**config.mk**
```make
export PLATFORM = sky130hd
export DESIGN_NAME = issue_stage
export DESIGN_NICKNAME = d
export VERILOG_FILES = /design/src/rtl/issue_stage.sv
export SDC_FILE = /design/constraint.sdc
export NUM_CORES = 1
export LEC_CHECK = 0
export CAP_MARGIN = 20
export CORE_ASPECT_RATIO = 0.5
export CORE_MARGIN = 4
export CORE_UTILIZATION = 50
export CTS_CLUSTER_SIZE = 12
export DETAILED_ROUTE_END_ITERATION = 10
export PLACE_DENSITY = 0.82
export SYNTH_ARGS = -nofsm -noshare
export SYNTH_HDL_FRONTEND = slang
export SYNTH_SLANG_ARGS = --single-unit
export TNS_END_PERCENT = 5
```
**constraint.sdc**
```tcl
create_clock -name clock -period 31.9 [get_ports clock]
set_clock_uncertainty 0.15 [all_clocks]
set_input_delay 6.38 -clock clock [delete_from_list [all_inputs] [get_ports clock]]
set_output_delay 6.38 -clock clock [all_outputs]
set_load 0.1 [all_outputs]
```
**src/rtl/issue_stage.sv**
```systemverilog
// Issue stage: skid-buffered decode intake, operand read with execute forwarding,
// load-use interlock, data-memory request launch and the execute input register.
module issue_stage #(
    parameter int PW    = 192,
    parameter int DEPTH = 2
) (
    input  logic          clock,
    input  logic          reset,
    input  logic          dec_valid,
    output logic          dec_ready,
    input  logic [PW-1:0] dec_payload,
    input  logic [4:0]    dec_rs1,
    input  logic [4:0]    dec_rs2,
    input  logic [4:0]    dec_rd,
    input  logic          dec_rden1,
    input  logic          dec_rden2,
    input  logic          dec_wren,
    input  logic          dec_load,
    input  logic          dec_store,
    input  logic [1:0]    dec_size,
    input  logic [31:0]   dec_imm,
    output logic [4:0]    rf_raddr1,
    output logic [4:0]    rf_raddr2,
    input  logic [31:0]   rf_rdata1,
    input  logic [31:0]   rf_rdata2,
    input  logic          fwd_wren,
    input  logic [4:0]    fwd_waddr,
    input  logic [31:0]   fwd_wdata,
    input  logic          ex_stall,
    input  logic          ex_clear,
    output logic          ex_valid,
    output logic [PW-1:0] ex_payload,
    output logic [31:0]   ex_rdata1,
    output logic [31:0]   ex_rdata2,
    output logic          ex_exc,
    output logic [3:0]    ex_ecause,
    output logic          mem_valid,
    output logic [31:0]   mem_addr,
    output logic [31:0]   mem_wdata,
    output logic [3:0]    mem_wstrb
);

    localparam int AW = $clog2(DEPTH);
    localparam int CW = AW + 1;

    typedef struct packed {
        logic [PW-1:0] payload;
        logic [4:0]    rs1;
        logic [4:0]    rs2;
        logic [4:0]    rd;
        logic          rden1;
        logic          rden2;
        logic          wren;
        logic          load;
        logic          store;
        logic [1:0]    size;
        logic [31:0]   imm;
    } entry_t;

    entry_t         fifo_q [DEPTH];
    entry_t         din;
    entry_t         head;
    logic [AW-1:0]  rd_ptr;
    logic [AW-1:0]  wr_ptr;
    logic [CW-1:0]  count;
    logic           head_vld;
    logic           push;
    logic           issue;
    logic           hazard;
    logic           ex_load;
    logic [4:0]     ex_rd;
    logic [31:0]    op1;
    logic [31:0]    op2;
    logic [31:0]    ea;
    logic           is_mem;
    logic           mis;
    logic           exc;
    logic [3:0]     ecause;
    logic [3:0]     strb_base;

    function automatic logic [31:0] resolve(
        input logic        en,
        input logic [4:0]  rs,
        input logic [31:0] rdata,
        input logic        fen,
        input logic [4:0]  faddr,
        input logic [31:0] fdata
    );
        if (!en || rs == 5'd0)
            return 32'd0;
        if (fen && faddr == rs)
            return fdata;
        return rdata;
    endfunction

    assign din = '{
        payload: dec_payload,
        rs1:     dec_rs1,
        rs2:     dec_rs2,
        rd:      dec_rd,
        rden1:   dec_rden1,
        rden2:   dec_rden2,
        wren:    dec_wren,
        load:    dec_load,
        store:   dec_store,
        size:    dec_size,
        imm:     dec_imm
    };

    assign head_vld  = (count != '0);
    assign head      = head_vld ? fifo_q[rd_ptr] : '0;
    assign dec_ready = (count < CW'(DEPTH));
    assign push      = dec_valid & dec_ready & ~ex_clear;
    assign rf_raddr1 = head.rs1;
    assign rf_raddr2 = head.rs2;

    assign op1 = resolve(head.rden1, head.rs1, rf_rdata1,
                         fwd_wren, fwd_waddr, fwd_wdata);
    assign op2 = resolve(head.rden2, head.rs2, rf_rdata2,
                         fwd_wren, fwd_waddr, fwd_wdata);

    // A load without writeback cannot create a dependency, so the tag needs wren.
    assign hazard = ex_valid & ex_load & (ex_rd != 5'd0) &
                    ((head.rden1 & (head.rs1 == ex_rd)) |
                     (head.rden2 & (head.rs2 == ex_rd)));

    assign issue = head_vld & ~ex_stall & ~hazard & ~ex_clear;

    assign ea     = op1 + head.imm;
    assign is_mem = head.load | head.store;
    assign mis    = ((head.size == 2'd1) & ea[0]) |
                    (head.size[1] & (ea[1:0] != 2'b00));
    assign exc    = is_mem & mis;
    assign ecause = exc ? (head.store ? 4'd6 : 4'd4) : 4'd0;

    always_comb begin
        strb_base = 4'hF;
        unique case (1'b1)
            head.size == 2'd0: strb_base = 4'h1;
            head.size == 2'd1: strb_base = 4'h3;
            default:           strb_base = 4'hF;
        endcase
    end

    assign mem_valid = issue & is_mem & ~mis;
    assign mem_addr  = {ea[31:2], 2'b00};
    assign mem_wdata = op2 << {ea[1:0], 3'b000};
    assign mem_wstrb = (mem_valid & head.store) ? (strb_base << ea[1:0]) : 4'h0;

    always_ff @(posedge clock) begin
        if (push)
            fifo_q[wr_ptr] <= din;
    end

    always_ff @(posedge clock or posedge reset) begin
        if (reset) begin
            rd_ptr <= '0;
            wr_ptr <= '0;
            count  <= '0;
        end else if (ex_clear) begin
            rd_ptr <= '0;
            wr_ptr <= '0;
            count  <= '0;
        end else begin
            if (push)
                wr_ptr <= wr_ptr + AW'(1);
            if (issue)
                rd_ptr <= rd_ptr + AW'(1);
            count <= count + CW'(push) - CW'(issue);
        end
    end

    always_ff @(posedge clock or posedge reset) begin
        if (reset) begin
            ex_valid   <= 1'b0;
            ex_payload <= '0;
            ex_rdata1  <= '0;
            ex_rdata2  <= '0;
            ex_exc     <= 1'b0;
            ex_ecause  <= '0;
            ex_load    <= 1'b0;
            ex_rd      <= '0;
        end else if (ex_clear) begin
            ex_valid <= 1'b0;
            ex_exc   <= 1'b0;
            ex_load  <= 1'b0;
        end else if (!ex_stall) begin
            ex_valid <= issue;
            ex_exc   <= issue & exc;
            ex_load  <= issue & head.load & head.wren;
            if (issue) begin
                ex_payload <= head.payload;
                ex_rdata1  <= op1;
                ex_rdata2  <= op2;
                ex_ecause  <= ecause;
                ex_rd      <= head.rd;
            end
        end
    end

endmodule

```
==> results.json <==
{
  "grtUsageTotal_pct": 27.4,
  "reg2reg_depth": 14,
  "tns_ps": 0,
  "rows": 66,
  "grt_pass1_vias": 21872,
  "ctsHoldBuffers": 0,
  "max_stage_delay_ps": 1210,
  "max_cap_viol_count": 0,
  "ys_ff_latch": 762,
  "synthArstFlopShare_pct": 35.4,
  "p_switching_mw": 2.16,
  "ys_top_cells_by_count": "edfxtp_1, nor2_1, dfrtp_1",
  "place_area_um2": 40400,
  "drive_gt1_share_pct": 15.7,
  "cts-root-buf": "clkbuf_16",
  "yosys.area_share.simple_pct": 5.20,
  "synth_area_leaders": "edfxtp_1, dfrtp_1, mux2_4",
  "synth_top_area_share_pct": 45.0,
  "setup_ws_ps": 12810,
  "internal-power_mw": 2.31,
  "synth-xor-area-share_pct": 0.960,
  "ctsResizeCount": 0,
  "finalNetCount": 3173,
  "drtIter0Drc": 1652,
  "worst_slew_pin_slew_ps": 1220,
  "endpoint_kind": "output pin",
  "p_leak_nw": 16.5,
  "clock_power_share_pct": 18.7,
  "fin_crit_sh_pct": 59.8,
  "synth_cell_types": 63,
  "synth_mux_area_share_pct": 21.2,
  "synth-adder-area-share_pct": 1.32,
  "rsz0062_at_grt": "false",
  "fill_cells": 4540,
  "cts_max_path_buffers": 3,
  "postCtsSetupRepairBufs": 0,
  "gp_congestion": 1.02,
  "crit_top_cell": "clkdlybuf4s50_1",
  "cp.depth": 17,
  "vias": 20765,
  "vdd_drop_max_v": 0.0000754,
  "antenna_found_initial": 34,
  "power_frac_seq_pct": 30.5,
  "postLayoutCellArea_um2": 42700,
  "synth_edf_count": 492,
  "synth-warning-count": 0,
  "cp.required_ps": 25370,
  "hold_path_class": "reg2reg",
  "synth_top_family_by_area": "multiplexers",
  "multi_input_area_um2": 10500,
  "cts_buffers": 75,
  "clkSlewWorstSetupHoldPaths_ps": 60,
  "switching_share_pct": 48.4,
  "cp_cell_sequence": "clkdlybuf4s50_1 > nor3_1 > nor4b_2 > nand3_2 > buf_4 > mux2i_1 > nor2_1 > ha_1 > fa_1 > a21o_1 > a31oi_1 > nor4_1 > a211oi_1 > o21ai_0 > o21a_1 > o311ai_0 > clkdlybuf4s50_1",
  "status": "finished clean",
  "core_region_area_um2": 65000,
  "min_period_ps": 19090,
  "drtAntennaViolNets": 0,
  "slew_violations": 0,
  "relSlewSlack_pct": 18.6,
  "die_y_um": 189,
  "dr.pass1.iters": 5,
  "netlist_instances": 2113,
  "gr-total-overflow": 0,
  "grt_pass1_wl_um": 142000,
  "placement.io_buffers": 690,
  "grt_max_degree": 137,
  "hold_violations": 0,
  "synthToLayoutAreaGrowth_pct": 30.2,
  "crit_family": "compound AO/OA/AOI/OAI gates",
  "rrSetupSlack_ps": 25610,
  "cts-htree-levels": 3,
  "drt_wl_total_um": 98900,
  "avgViaCountPerCell": 5.53,
  "synth_compound_area_share_pct": 3.22,
  "fin_util_pct": 65.8,
  "timing.rr.start": "rd_ptr$_DFFE_PP0P_",
  "synth.most_common_cell": "edfxtp_1",
  "setup_viol": 0,
  "avgSynthCellArea_um2": 15.5,
  "place_ws_ps": 12900,
  "start_kind": "input pin",
  "synth_flop_cell": "edfxtp_1",
  "ys_seq_area_share_pct": 65.6,
  "crit_path_end": "mem_addr[28]",
  "wire_per_inst_um": 26.3,
  "critical_path_peak_fanout": 31,
  "cp.arrival_ps": 12560,
  "dp_hpwl_um": 69900,
  "die_w_um": 370,
  "start_util_pct": 50.5,
  "cp-startpoint": "fwd_waddr[0]",
  "p_per_area_nw_per_um2": 105,
  "critPathBufInv": 3,
  "clk_latency_ps": 610,
  "cts_sinks": 762,
  "synth_top_cell_by_area": "edfxtp_1",
  "p_total_mw": 4.47,
  "r2r_end": "ex_ecause[2]$_DFFE_PP0P_",
  "worstSetupPathType": "in2out",
  "register_area_um2": 21500,
  "drc_errors": 0,
  "io-pin-count": 695,
  "clock.fmax_ghz": 0.0524,
  "synth_area_um2": 32800,
  "critical-path-slowest-cell": "clkdlybuf4s50_1",
  "power_frac_comb_pct": 50.8,
  "die_area_um2": 70100,
  "cts_tree": "done"
}
per-stage QoR:
step                std cells  hold slack [ps]
detailed placement       3593              329
global placement         3591              320
finish                   3757              337
global route             3757              354
CTS                      3727              343
floorplan                2116              294
layer usage:
layer / global-route usage [%] / share of wire [%] / up-vias
met4: 15.2 / 5.6 / 6
li1: - / - / 9175
met3: 4.44 / 5.0 / 255
met1: 32.5 / 37 / 10576
met2: 48.0 / 52 / 753
met5: 0 / 0.039 / -
worst min-delay path by stage:
stage / depth (start not counted) / startpoint / slack, ps / endpoint
after floorplan: 2 / ex_load$_DFFE_PP0P_ / 290 / ex_load$_DFFE_PP0P_
after global placement: 1 / ex_rdata2[20]$_DFFE_PP0P_ / 320 / ex_rdata2[20]$_DFFE_PP0P_
after detailed placement: 1 / ex_rdata2[24]$_DFFE_PP0P_ / 330 / ex_rdata2[24]$_DFFE_PP0P_
after CTS: 1 / ex_rdata2[19]$_DFFE_PP0P_ / 340 / ex_rdata2[19]$_DFFE_PP0P_
after global routing: 1 / ex_rdata2[27]$_DFFE_PP0P_ / 350 / ex_rdata2[27]$_DFFE_PP0P_
final: 1 / ex_rdata2[26]$_DFFE_PP0P_ / 340 / ex_rdata2[26]$_DFFE_PP0P_
power groups by stage:
| stage | Clock, mW | Combinational, mW | Sequential (mW) |
|---|---|---|---|
| 2_1_floorplan | 0 | 0.652 | 2.42 |
| 3_3_place_gp | 0 | 2.25 | 1.37 |
| 3_5_place_dp | 0 | 2.27 | 1.37 |
| 4_1_cts | 0.848 | 2.28 | 1.36 |
| 5_1_grt | 0.895 | 2.32 | 1.38 |
| 6_report | 0.834 | 2.27 | 1.36 |
cell type report:
class                      count  area share (%)
clock buffer                 126            5.03
clock inverter                 8           0.196
sequential                   762            50.4
inverter                      18           0.176
antenna                       30           0.176
timing repair buffer         718            16.8
tap                          884            2.59
multi-input combinational   1211            24.7
flip-flops by register name, summed over array words and instances, names as in the netlist:
register	cells
ex_load	1
fifo_q	492
ex_rd	5
wr_ptr	1
rd_ptr	1
ex_exc	1
ex_rdata1	32
ex_rdata2	32
ex_ecause	2
ex_valid	1
count	2
ex_payload	192
layout by cell type (no fill, tap or decap), drive strengths merged, types with 6 or more instances in the layout:
cell,count
nor2b,6
clkdlybuf4s50,690
nor2,283
o2bb2ai,8
a32o,8
o21ai,28
a211oi,6
inv,21
mux2,325
o21a,7
buf,28
or3,11
nor3,14
clkbuf,126
edfxtp,492
nand2,46
o22ai,8
xnor2,22
a21oi,42
o211ai,10
diode,30
xor2,14
a31oi,6
mux2i,254
ha,33
a21o,9
nand3,10
dfrtp,270
cell families after synthesis:
| family | count (synthesis) |
|---|---|
| buffers and inverters | 143 |
| AO/OA/AOI/OAI | 157 |
| flip-flops | 762 |
| multiplexers | 579 |
| adder cells (fa/ha/maj) | 34 |
| AND/OR/NAND/NOR | 401 |
| XOR/XNOR | 36 |
| other | 1 |
No activity file was read; power rests on OpenSTA's default activity.
